File: config.mk
export PLATFORM = sky130hd
export DESIGN_NAME = alu_seq_core
export DESIGN_NICKNAME = d
export VERILOG_FILES = /design/src/rtl/alu_seq_core.sv
export SDC_FILE = /design/constraint.sdc
export NUM_CORES = 1
export LEC_CHECK = 0
export ABC_AREA = 1
export CAP_MARGIN = 20
export CORE_MARGIN = 2
export CORE_UTILIZATION = 45
export DETAILED_ROUTE_END_ITERATION = 10
export PLACE_DENSITY = 0.67
export SLEW_MARGIN = 20
export SYNTH_ARGS = -nofsm -noshare
export SYNTH_HDL_FRONTEND = slang
export SYNTH_SLANG_ARGS = --single-unit
File: constraint.sdc
create_clock -name clk -period 2.45 [get_ports clk]
set_clock_uncertainty 0.15 [all_clocks]
set_input_delay 0.735 -clock clk [delete_from_list [all_inputs] [get_ports clk]]
set_output_delay 0.735 -clock clk [all_outputs]
set_load 0.1 [all_outputs]
File: src/rtl/alu_seq_core.sv
// Handshaked WIDTH-bit ALU: single-cycle logic/arith ops, iterative shift-add MUL
// and restoring DIV (one bit per cycle), with registered result and status flags.
module alu_seq_core #(
  parameter int         WIDTH   = 8,
  parameter logic [7:0] ENC_KEY = 8'hAB
) (
  input  logic                 clk,
  input  logic                 rst_n,
  input  logic                 in_valid,
  output logic                 in_ready,
  input  logic [3:0]           op,
  input  logic [WIDTH-1:0]     a,
  input  logic [WIDTH-1:0]     b,
  output logic                 out_valid,
  input  logic                 out_ready,
  output logic [2*WIDTH-1:0]   result,
  output logic                 carry,
  output logic                 overflow,
  output logic                 zero,
  output logic                 div_by_zero
);

  localparam int                 CW   = $clog2(WIDTH + 1);
  localparam logic [CW-1:0]      LAST = CW'(WIDTH - 1);
  localparam logic [2*WIDTH-1:0] KEY  = (2*WIDTH)'(ENC_KEY);

  localparam logic [3:0] OP_ADD = 4'd0;
  localparam logic [3:0] OP_SUB = 4'd1;
  localparam logic [3:0] OP_MUL = 4'd2;
  localparam logic [3:0] OP_DIV = 4'd3;
  localparam logic [3:0] OP_AND = 4'd4;
  localparam logic [3:0] OP_OR  = 4'd5;
  localparam logic [3:0] OP_XOR = 4'd6;
  localparam logic [3:0] OP_NOT = 4'd7;
  localparam logic [3:0] OP_ENC = 4'd8;

  typedef enum logic [1:0] {IDLE, EXEC, DONE} state_t;

  state_t               r_state;
  logic [CW-1:0]        r_cnt;
  logic                 r_isDiv;
  logic [WIDTH-1:0]     r_opA;
  logic [WIDTH-1:0]     r_opB;
  logic [WIDTH-1:0]     r_rem;
  logic [2*WIDTH-1:0]   r_mcand;
  logic [2*WIDTH-1:0]   r_acc;

  logic [WIDTH:0]       w_sum;
  logic [WIDTH:0]       w_diff;
  logic [2*WIDTH-1:0]   w_scResult;
  logic                 w_scCarry;
  logic                 w_scOv;
  logic [WIDTH:0]       w_remShift;
  logic                 w_divGe;
  logic [WIDTH-1:0]     w_remSub;
  logic [WIDTH-1:0]     w_remNext;
  logic [WIDTH-1:0]     w_quoNext;
  logic [2*WIDTH-1:0]   w_accNext;
  logic [2*WIDTH-1:0]   w_execResult;

  assign w_sum  = {1'b0, a} + {1'b0, b};
  assign w_diff = {1'b0, a} - {1'b0, b};

  always_comb begin
    w_scResult = '0;
    w_scCarry  = 1'b0;
    w_scOv     = 1'b0;
    case (op)
      OP_ADD: begin
        w_scResult = {{WIDTH{1'b0}}, w_sum[WIDTH-1:0]};
        w_scCarry  = w_sum[WIDTH];
        w_scOv     = (a[WIDTH-1] == b[WIDTH-1]) && (w_sum[WIDTH-1] != a[WIDTH-1]);
      end
      OP_SUB: begin
        w_scResult = {{WIDTH{1'b0}}, w_diff[WIDTH-1:0]};
        w_scCarry  = w_diff[WIDTH];
        w_scOv     = (a[WIDTH-1] != b[WIDTH-1]) && (w_diff[WIDTH-1] != a[WIDTH-1]);
      end
      OP_AND:  w_scResult = {{WIDTH{1'b0}}, a & b};
      OP_OR:   w_scResult = {{WIDTH{1'b0}}, a | b};
      OP_XOR:  w_scResult = {{WIDTH{1'b0}}, a ^ b};
      OP_NOT:  w_scResult = {{WIDTH{1'b0}}, ~a};
      OP_ENC:  w_scResult = {a, b} ^ KEY;
      default: w_scResult = '0;
    endcase
  end

  // The partial remainder is always below the divisor, so the trial
  // subtraction result fits in WIDTH bits whenever it is kept.
  assign w_remShift   = {r_rem, r_opA[WIDTH-1]};
  assign w_divGe      = w_remShift >= {1'b0, r_opB};
  assign w_remSub     = w_remShift[WIDTH-1:0] - r_opB;
  assign w_remNext    = w_divGe ? w_remSub : w_remShift[WIDTH-1:0];
  assign w_quoNext    = {r_opA[WIDTH-2:0], w_divGe};
  assign w_accNext    = r_opA[0] ? (r_acc + r_mcand) : r_acc;
  assign w_execResult = r_isDiv ? {w_quoNext, w_remNext} : w_accNext;

  always_ff @(posedge clk) begin
    if (!rst_n) begin
      r_state     <= IDLE;
      r_cnt       <= '0;
      r_isDiv     <= 1'b0;
      r_opA       <= '0;
      r_opB       <= '0;
      r_rem       <= '0;
      r_mcand     <= '0;
      r_acc       <= '0;
      in_ready    <= 1'b1;
      out_valid   <= 1'b0;
      result      <= '0;
      carry       <= 1'b0;
      overflow    <= 1'b0;
      zero        <= 1'b0;
      div_by_zero <= 1'b0;
    end else begin
      case (r_state)
        IDLE: begin
          if (in_valid) begin
            r_opA    <= a;
            r_opB    <= b;
            in_ready <= 1'b0;
            if (op == OP_MUL || op == OP_DIV) begin
              r_state <= EXEC;
              r_cnt   <= '0;
              r_isDiv <= (op == OP_DIV);
              r_acc   <= '0;
              r_rem   <= '0;
              r_mcand <= {{WIDTH{1'b0}}, b};
            end else begin
              r_state     <= DONE;
              out_valid   <= 1'b1;
              result      <= w_scResult;
              carry       <= w_scCarry;
              overflow    <= w_scOv;
              zero        <= (w_scResult == '0);
              div_by_zero <= 1'b0;
            end
          end
        end
        // The final iteration registers its own result so DONE follows directly.
        EXEC: begin
          r_cnt   <= r_cnt + 1'b1;
          r_acc   <= w_accNext;
          r_mcand <= r_mcand << 1;
          r_rem   <= w_remNext;
          r_opA   <= r_isDiv ? w_quoNext : (r_opA >> 1);
          if (r_cnt == LAST) begin
            r_state     <= DONE;
            out_valid   <= 1'b1;
            result      <= w_execResult;
            carry       <= 1'b0;
            overflow    <= 1'b0;
            zero        <= (w_execResult == '0);
            div_by_zero <= r_isDiv && (r_opB == '0);
          end
        end
        DONE: begin
          if (out_ready) begin
            r_state   <= IDLE;
            out_valid <= 1'b0;
            in_ready  <= 1'b1;
          end
        end
        default: r_state <= IDLE;
      endcase
    end
  end

endmodule
---- After elaboration in Yosys (flattened, before gate mapping) ----
Cells that the tools add are included.
word-level totals
  bits in registers ....................... 85
  input port bits ......................... 24
  output and inout bits ................... 22
  logic and storage cells ................. 119
cells by class
  add/sub/neg operators ................... 5
  $lt $le $gt $ge ......................... 1
  equal/unequal tests ..................... 20
  mux-type cells .......................... 53
  bitwise operators ....................... 5
  reduce and logical (&&, ||, !) cells .... 20
operators with widths
  kind                  count
  $mux W16              9
  $pmux W16 S7          1
  $pmux W16 S2          3
  $mux W8               5
  $logic_not A16 Y1     2
  $pmux W8 S2           2
  $eq A4 B3 Y1 const B  5
  $mux W1               17
  $add A16 B16 Y16      1
  $pmux W1 S2           7
  $reduce_and A3 Y1     4
  $ne A2 B2 Y1 const B  5
  $add A8 B8 Y9         1
  $ge A9 B8 Y1          1
  $sub A8 B8 Y9         1
  $and A8 B8 Y8         1
  $eq A4 B2 Y1 const B  2
  $logic_not A8 Y1      1
  $mux W2               4
  $mux W4               2
  $not A8 Y8            1
  $or A8 B8 Y8          1
  $pmux W4 S2           1
  $sub A8 B8 Y8         1
  20 further kinds      26

---- Depth between registers and ports, before layout ----
Gate-level depths: netlist of run 1.
  depth after elaboration ................. 7
  gate-level depth with buffers ........... 18
  mapped depth without buffers ............ 18

---- Worst setup path after synthesis of run 1 ----
OpenSTA, ideal clock, no wires.
  path type ............................... input to register
  start point ............................. input a[0]
  end point ............................... register zero
  setup time .............................. 0.069 ns
  data arrival time ....................... 2.328 ns
  required time ........................... 2.231 ns
  setup slack ............................. -0.096 ns
  stages on the path ...................... 15
  path buffers ............................ 0
  cells stage by stage .................... inv_1 > ha_1 > fa_1 > nor3_1 > or2_2 > nand2_1 > nand2_1 > nor2_1 > nor2_2 > nand3_1 > nor2_1 > nand4_1 > nand2_1 > clkinv_1 > a21oi_2
between the ends
  word-level cells in the longest chain between the ends .. 6
ends and longest elaborated chain
  what                                   RTL line  text
  start, declared                        12        input logic [WIDTH-1:0] a,
  $sub A8 B8 Y9 (tied with other cells)  62        assign w_diff = {1'b0, a} - {1'b0, b};
  $pmux W16 S7 (*)                       68        case (op)
  $logic_not A16 Y1 (*)                  135       zero <= (w_scResult == '0);
  $mux W1 (*)                            122       if (op == OP_MUL || op == OP_DIV) begin
  $mux W1 (*)                            118       if (in_valid) begin
  $pmux W1 S2 (*)                        116       case (r_state)
  end signal, assigned                   135
  end signal, assigned                   153       zero <= (w_execResult == '0);
  end, declared                          19        output logic zero,
Mark *: on every way between the ends. The rest lies on a longest branch, timed or not. The select of a mux whose other input is x is not followed.
A chain may end at the register's enable or synchronous reset.

---- Worst setup path after layout of run 1 ----
  start point ............................. register r_acc[0]
  end point ............................... register zero
between the ends
  word-level cells in the longest chain between the ends .. 6
ends and longest elaborated chain
  what                    RTL line  text
  start, declared         46        logic [2*WIDTH-1:0] r_acc;
  start signal, assigned  143       r_acc <= w_accNext;
  $add A16 B16 Y16        95        assign w_accNext = r_opA[0] ? (r_acc + r_mcand) : r_acc;
  $mux W16 (*)            95
  $mux W16 (*)            96        assign w_execResult = r_isDiv ? {w_quoNext, w_remNext} : w_accNext;
  $logic_not A16 Y1 (*)   153
  $mux W1 (*)             147       if (r_cnt == LAST) begin
  $pmux W1 S2 (*)         116
Marked as above.

==> summary.txt, run 1 <==
====================================================================================
Run status                                                              finished, final reports clean
Number of core rows                                                               44
Leftover overflow at the end of global routing                                     0
Final routed DRC violation total                                                   0
Sequential cell area fraction in the yosys report                             0.2585
Setup repair after global routing missed its margin                             true
Netlist area before placement                                               6583 µm²
Fraction of power spent switching nets                                        0.5052
Gr usage total                                                                0.2666
Layout cells sized above 1                                                    0.2756
Fraction of power consumed by the clock network                                0.152
Synthesis Warnings                                                                 0
Internal power consumption                                                0.004521 W
CP Data Arrival Time                                                         2510 ps
Critical path's most frequent cell                                      sky130_fd_sc_hd__nand2_1
Total negative setup slack                                                      0 ps
Via/cell ratio                                                                 5.285
Number of iterations in the first detailed-routing pass                            5
Final worst path period share                                                 0.9718
Total number of vias                                                            7378
Die Outline Area                                                           15610 µm²
Detailed placement HPWL                                                     16.32 mm
Number of I/O port buffers                                                        45
Syn nets                                                                        1132
Final hold slack                                                            314.2 ps
Synthesis-stage register bit count                                                85
CTS clk-pin slew, worst paths                                                  60 ps
Highest attainable clock frequency                                         420.0 MHz
Tightest Hold Check Type                                                     reg2reg
Maximum ir drop on the vdd rail                                          0.0006583 V
Final-report setup violation count                                                 0
Number of nets with antenna violations after detailed routing                      0
Critical path fanouts, max                                                         3
Cells after Synth                                                               1055
Placer's final routability congestion estimate                                0.9991
Critical path launch point type                                             register
Largest delay contributor family on the critical path                   simple AND/OR/NAND/NOR gates
Total number of clock tree sinks                                                  85
Number of hold violations in the final report                                      0
Number of buffers created by CTS                                                   9
Dominant register cell in the synthesized netlist                       sky130_fd_sc_hd__dfxtp_1
Placed cell areas                                                           8063 µm²
Die Y-Extent                                                                124.9 µm
Sequential Power Share                                                         0.220
Clock latency of the later-clocked register in the worst-skew pair            350 ps
Final instance area                                                         8987 µm²
Share of total power in combinational logic                                    0.629
Max-slew headroom                                                             0.5279
Die X-Extent                                                                124.9 µm
Clock tree buffer depth                                                            2
Starting density of the core                                                  0.4564
Wire length per cell                                                        15.25 µm
Count of flip-flops with a built-in enable after synthesis                         0
Count of maximum capacitance violations                                            0
Average size of a mapped cell                                              6.239 µm²
Core area                                                                  14420 µm²
Power density cells                                                      1017 nW/µm²
CP Class                                                                     reg2reg
Via count of the first global-routing pass                                      6834
Slowest cell on the critical path                                       sky130_fd_sc_hd__fa_2
H-tree depth                                                                       3
Clock tree from TritonCTS                                                      built
Nature of the critical path endpoint                                        register
Max incr delay on CP                                                          350 ps
Number of antenna violations at the first check in global routing                  0
Leading cell types in the layout, fill and taps excluded                sky130_fd_sc_hd__nand2_1, sky130_fd_sc_hd__buf_4, sky130_fd_sc_hd__inv_1
Leading cell type in the layout, fill and taps excluded                 sky130_fd_sc_hd__nand2_1
Area Overhead vs Synth                                                        36.53%
Initial detailed-routing violation count                                         529
Pin slew with the least headroom to its limit                               707.4 ps
First-pass GRT wire length                                                  33.82 mm
Ordered list of cells on the worst path                                 ha_4, fa_2, nand3_1, nand3_2, nand3_2, nand3_1, nand2_1, nand3_1, nand3_2, nand2_1, nor2_1, nand2_1, nor2_2, nand2_1, a21oi_2
Buffer type at the clock tree root                                      sky130_fd_sc_hd__clkbuf_16
Final min period                                                             2381 ps
Standby leakage power                                                       4.114 nW
Layout net count                                                                1284
Switching power                                                           0.004616 W
Total Wirelength                                                            21.28 mm
Async S/R FF share, synth                                                          0
Fin. max-slew vios                                                                 0
Req. time, crit path                                                         2580 ps
Maximum number of pins on one net before global-route repair                      53
Count of cell types in the netlist                                                43
Hold-fix buffers at CTS                                                            0
Count of buffering cells on the critical path with inverters included              0
Top-Level Pins                                                                    46
Number of diodes                                                                   0
====================================================================================
[layer usage]
layer / GRT usage / vias up / wire (µm)
li1: - / 3759 / -
met1: 0.3604 / 3384 / 9689
met2: 0.4452 / 200 / 10070
met3: 0.02567 / 35 / 955
met4: 0.09739 / 0 / 564
met5: 0 / - / 0
[through the flow]
step	std cells	total power (W)	worst slack [ps]	util
5_1_grt	1396	0.009745	-84.65	0.6231
6_report	1396	0.009137	69.20	0.6231
3_3_place_gp	1372	0.007251	-695.1	0.5590
2_1_floorplan	1055	0.005730	0.7698	-
3_5_place_dp	1372	0.007286	-735.7	0.5590
4_1_cts	1388	0.008735	0.2229	0.5887
[worst min-delay path: stages, from the launching register on]
cell and delay, ps:
sky130_fd_sc_hd__dfxtp_1 310, sky130_fd_sc_hd__nand2_1 60, sky130_fd_sc_hd__a21oi_1 50
[flip-flops by register name, summed over array words and instances, names as in the netlist]
| register | flops |
|---|---|
| r_acc | 16 |
| r_mcand | 16 |
| result | 16 |
| r_opA | 8 |
| r_opB | 8 |
| r_rem | 8 |
| r_cnt | 4 |
| r_state | 2 |
| carry | 1 |
| div_by_zero | 1 |
| in_ready | 1 |
| out_valid | 1 |
| overflow | 1 |
| r_isDiv | 1 |
| zero | 1 |
[synth_stat cells (3+ instances only)]
master                     number  area (µm²)
sky130_fd_sc_hd__a31oi_1        7       43.79
sky130_fd_sc_hd__nor2_1        66       247.7
sky130_fd_sc_hd__nand2_1      316        1186
sky130_fd_sc_hd__clkbuf_1      23       86.33
sky130_fd_sc_hd__o21ai_1        6       30.03
sky130_fd_sc_hd__clkinv_1       5       18.77
sky130_fd_sc_hd__nand4_1       10       62.56
sky130_fd_sc_hd__nor2_2         3       18.77
sky130_fd_sc_hd__nor3_1        11       55.05
sky130_fd_sc_hd__dfxtp_1       85        1702
sky130_fd_sc_hd__buf_4          3       22.52
sky130_fd_sc_hd__o21ai_0       61       305.3
sky130_fd_sc_hd__fa_1           4       80.08
sky130_fd_sc_hd__o221ai_1       6       52.55
sky130_fd_sc_hd__xnor2_1        7       61.31
sky130_fd_sc_hd__nand3b_1       6       45.04
sky130_fd_sc_hd__a21oi_1      102       510.5
sky130_fd_sc_hd__buf_2          9       45.04
sky130_fd_sc_hd__o22ai_1       10       62.56
sky130_fd_sc_hd__or2_2         12       75.07
sky130_fd_sc_hd__inv_1        114       427.9
sky130_fd_sc_hd__nand2_2        6       37.54
sky130_fd_sc_hd__xor2_1         6       52.55
sky130_fd_sc_hd__o211ai_1       7       52.55
sky130_fd_sc_hd__nand3_1       93       465.5
sky130_fd_sc_hd__inv_2          8       30.03
sky130_fd_sc_hd__a21oi_2        4       35.03
sky130_fd_sc_hd__ha_1          49       613.1
[worst paths after layout]
kind                                start                      end  slack [ps]  cells after the start
setup / recovery    r_acc[0]$_SDFFE_PN0P_        zero$_SDFFE_PN0P_          70                     15
hold / removal    result[11]$_SDFFE_PN0P_  result[11]$_SDFFE_PN0P_         310                      2
setup reg to reg    r_acc[0]$_SDFFE_PN0P_        zero$_SDFFE_PN0P_          70                     15
hold reg to reg   result[11]$_SDFFE_PN0P_  result[11]$_SDFFE_PN0P_         310                      2
[what timing repair did]
item | 4_1_cts | 5_1_grt
buffers inserted | 1 | 8
setup endpoints to repair | 10 | 38
pin swaps | 18 | 34
resized for setup | 69 | 114
[power by group through the flow]
stage | clock [W] | sequential [W] | combinational, W
floorplan | 0 | 0.00275 | 0.00298
global placement | 0 | 0.00198 | 0.00527
detailed placement | 0 | 0.00198 | 0.00531
CTS | 0.00140 | 0.00196 | 0.00538
global route | 0.00146 | 0.00205 | 0.00624
finish | 0.00139 | 0.00201 | 0.00575
[logic make-up after synthesis]
logic type | share of synthesized area
compound gates | 0.1749
simple gates | 0.3477
buf+inv | 0.09637
xor+xnor | 0.01730
fa+ha+maj | 0.1053
flops | 0.2585
[cell type report]
class                           instances  area (µm²)
Clock buffer                           10       229.0
Clock inverter                          6       70.07
Fill cell                            1396        5436
Inverter                              127       483.0
Multi-Input combinational cell        807        4818
Sequential cell                        85        1712
Tap cell                              184       230.2
Timing Repair Buffer                  177        1445
No activity file was read; power rests on OpenSTA's default activity.
==> inputs of run 2 (changes only) <==
--- a/config.mk
+++ b/config.mk
@@ -6,7 +6,6 @@
 export NUM_CORES = 1
 export LEC_CHECK = 0
 export ABC_AREA = 1
-export CAP_MARGIN = 20
 export CORE_MARGIN = 2
 export CORE_UTILIZATION = 45
 export DETAILED_ROUTE_END_ITERATION = 10
==> results of run 2 <==
Final layout, timing and power as in run 1 (identical DEF).
==> inputs of run 3 (changes only) <==
--- a/config.mk
+++ b/config.mk
@@ -7,10 +7,11 @@
 export LEC_CHECK = 0
 export ABC_AREA = 1
 export CORE_MARGIN = 2
-export CORE_UTILIZATION = 45
+export CORE_UTILIZATION = 40
 export DETAILED_ROUTE_END_ITERATION = 10
-export PLACE_DENSITY = 0.67
+export PLACE_DENSITY = 0.61
 export SLEW_MARGIN = 20
 export SYNTH_ARGS = -nofsm -noshare
 export SYNTH_HDL_FRONTEND = slang
 export SYNTH_SLANG_ARGS = --single-unit
+export TNS_END_PERCENT = 30
==> run 3 against run 2 <==
Setup slack got worse by 22 ps. Global-route usage shrank 0.93 points. Cell area grew 4.3%. Via count rose by 1.3%. Register-to-register slack is essentially flat. Total power increased by 2.8%. Die area rose by 12%. Flip-flop and latch count unchanged. Combinational power increased by 4.5%. Sequential power barely moved. First-iteration DRC count is 6.4% higher. Utilization is 3.7 points lower.
==> summary.txt, run 3 (same netlist as run 1, synthesis figures left out) <==
=================================================================================
Number of core rows                                                            46   +4.5%
Number of I/O port buffers                                                     45   unchanged
Internal power consumption                                             0.004680 W   +3.5%
Start of the worst register-to-register path                         r_mcand[0]$_SDFFE_PN0P_
Share of total power in combinational logic                                 0.640   +0.011
Final routed DRC violation total                                                0   unchanged
CP Data Arrival Time                                                      2540 ps   +30 ps
Die X-Extent                                                             132.3 µm   +5.9%
Leading cell types in the layout, fill and taps excluded             sky130_fd_sc_hd__nand2_1, sky130_fd_sc_hd__buf_4, sky130_fd_sc_hd__inv_1
Reg2reg end                                                          zero$_SDFFE_PN0P_
CP Class                                                                   in2reg
Maximum number of pins on one net before global-route repair                   53   unchanged
Number of nets with antenna violations after detailed routing                   0   unchanged
Final hold slack                                                         315.8 ps   +1.529 ps
Total number of vias                                                         7476   +1.3%
Standby leakage power                                                    4.320 nW   +5.0%
Layout cells sized above 1                                                 0.3035   +0.02794
Max-slew headroom                                                          0.5879   +0.06003
Leftover overflow at the end of global routing                                  0   unchanged
Sequential Power Share                                                      0.212   -0.008
Nature of the critical path endpoint                                     register
Worst R2R Setup Slack                                                       70 ps   about the same
Wire length per cell                                                     15.75 µm   +3.3%
Number of iterations in the first detailed-routing pass                         5   unchanged
Registers with the most flip-flops                                   r_acc x16, r_mcand x16, result x16
Gr usage total                                                             0.2572   -0.009343
Clock tree buffer depth                                                         2   unchanged
Maximum ir drop on the vdd rail                                       0.0009824 V   +49%
Starting density of the core                                               0.4114   -0.04497
Critical path fanouts, max                                                      6   +3
Total number of clock tree sinks                                               85   unchanged
Clock latency of the later-clocked register in the worst-skew pair         350 ps   about the same
Final min period                                                          2403 ps   +21.79 ps
Req. time, crit path                                                      2580 ps   about the same
CTS clk-pin slew, worst paths                                               60 ps   about the same
Final-report setup violation count                                              0   unchanged
Area Overhead vs Synth                                                     42.37%
Total Wirelength                                                         23.13 mm   +8.7%
Core area                                                               16000 µm²   +11%
Fin. max-slew vios                                                              0   unchanged
Leading cell type in the layout, fill and taps excluded              sky130_fd_sc_hd__nand2_1
Tightest Hold Check Type                                                  reg2reg
Pin slew with the least headroom to its limit                            617.5 ps   -89.95 ps
Global-route track usage on met1                                           0.3698   +0.009406
Number of hold violations in the final report                                   0   unchanged
Count of maximum capacitance violations                                         0   unchanged
Via/cell ratio                                                              5.093   -3.6%
Crit path to                                                         zero$_SDFFE_PN0P_
Final worst path period share                                              0.9806   +0.008893
Final core occ                                                             0.5857   -0.03739
Number of antenna violations at the first check in global routing               0   unchanged
Setup repair after global routing missed its margin                          true
Fraction of power consumed by the clock network                             0.148   -0.004
Initial detailed-routing violation count                                      563   +6.4%
Number of cell instances on the worst register-to-register path                17   +2
Clock tree from TritonCTS                                                   built
Most used routing layer                                                      met2
Number of buffers created by CTS                                                9   unchanged
Critical path launch point type                                         input pin
Power density cells                                                   1002 nW/µm²   -1.4%
Layout net count                                                             1324   +3.1%
Top-Level Pins                                                                 46   unchanged
Die Y-Extent                                                             132.3 µm   +5.9%
Critical Path Start                                                          b[4]
Switching power                                                        0.004711 W   +2.1%
Highest attainable clock frequency                                      416.2 MHz   -0.91%
First-pass GRT wire length                                               35.97 mm   +6.3%
Number of diodes                                                                0   unchanged
Buffer type at the clock tree root                                   sky130_fd_sc_hd__clkbuf_16
Detailed placement HPWL                                                  17.91 mm   +9.7%
Via count of the first global-routing pass                                   6873   +0.57%
Run status                                                           finished, final reports clean
Fraction of power spent switching nets                                     0.5016   -0.003537
H-tree depth                                                                    3   unchanged
Placer's final routability congestion estimate                             0.8937   -11%
Die Outline Area                                                        17500 µm²   +12%
Met3 track utilization from global routing                                0.03960   +0.01393
Met2 usage in global routing                                               0.4141   -0.03113
=================================================================================
## run 3: changes by cell type in the layout (fill, tap and decap cells not counted), moves of 3 or more
cell	change
sky130_fd_sc_hd__nand3_1	-6
sky130_fd_sc_hd__nand3_2	+5
sky130_fd_sc_hd__nor3_2	-3
sky130_fd_sc_hd__nor3_1	+4
sky130_fd_sc_hd__buf_4	+41
sky130_fd_sc_hd__nand2_1	-4
sky130_fd_sc_hd__nand2_2	+3
sky130_fd_sc_hd__buf_6	-3
## run 3: layout make-up
type	count	area, µm²
sequential	85	1710
clock inverter	6	68.82
fill	1621	6629
inverter	127	483.0
tap	216	270.3
clock buffer	10	229.0
multi-input combinational	807	4868
timing repair buffer	217	1742
## run 3: power groups by stage
stage	Clock (W)	Combinational (W)	Sequential (W)
2_1_floorplan	0	0.00298	0.00275
3_3_place_gp	0	0.00552	0.00197
3_5_place_dp	0	0.00555	0.00197
4_1_cts	0.00141	0.00566	0.00195
5_1_grt	0.00147	0.00654	0.00202
6_report	0.00139	0.00601	0.00199
## run 3: worst min path at each step
stage                       startpoint                      end  cells after the start
6_report         in_ready$_SDFFE_PN1P_    in_ready$_SDFFE_PN1P_                      2
5_1_grt         out_valid$_SDFFE_PN0P_   out_valid$_SDFFE_PN0P_                      2
4_1_cts        result[15]$_SDFFE_PN0P_  result[15]$_SDFFE_PN0P_                      2
3_5_place_dp     in_ready$_SDFFE_PN1P_    in_ready$_SDFFE_PN1P_                      2
3_3_place_gp    out_valid$_SDFFE_PN0P_   out_valid$_SDFFE_PN0P_                      2
2_1_floorplan    r_cnt[0]$_SDFFE_PN0P_    r_cnt[0]$_SDFFE_PN0P_                      1
## run 3: repair_timing
item                                    in CTS  in global routing
hold buffers                                 0                  0
pin swaps                                   34                 41
endpoints found under the setup margin      12                 13
buffers inserted                            10                  5
gates resized for setup                     85                107
## run 3: critical path, stage by stage
cell,delay (ps)
sky130_fd_sc_hd__clkdlybuf4s15_1,190
sky130_fd_sc_hd__inv_2,60
sky130_fd_sc_hd__ha_4,260
sky130_fd_sc_hd__buf_6,150
sky130_fd_sc_hd__nor2_4,110
sky130_fd_sc_hd__nand3_2,60
sky130_fd_sc_hd__o211ai_1,260
sky130_fd_sc_hd__nand2_1,130
sky130_fd_sc_hd__nand2_1,90
sky130_fd_sc_hd__nor2_1,50
sky130_fd_sc_hd__nor2_2,120
sky130_fd_sc_hd__nand4_1,80
sky130_fd_sc_hd__nand2_1,90
sky130_fd_sc_hd__clkinv_2,60
sky130_fd_sc_hd__a21oi_2,90
## run 3: per-layer routing
metal	up-vias	share of wire
li1	3849	-
met5	-	0
met2	165	0.46
met1	3442	0.49
met4	0	0.011
met3	20	0.041
## run 3: per-stage QoR
| stage | TNS, ps | instance area (µm²) | total power, W | instances | worst slack (ps) |
|---|---|---|---|---|---|
| final | 0 | 9371 | 0.009391 | 1468 | 47.42 |
| after global placement | -13250 | 8359 | 0.007492 | 1437 | -806.2 |
| after CTS | -52.62 | 8915 | 0.009022 | 1463 | -26.65 |
| after detailed placement | -14770 | 8359 | 0.007523 | 1437 | -810.4 |
| after floorplan | 0 | 6621 | 0.005730 | 1055 | 0.7698 |
| after global routing | -85.39 | 9371 | 0.01003 | 1468 | -69.87 |
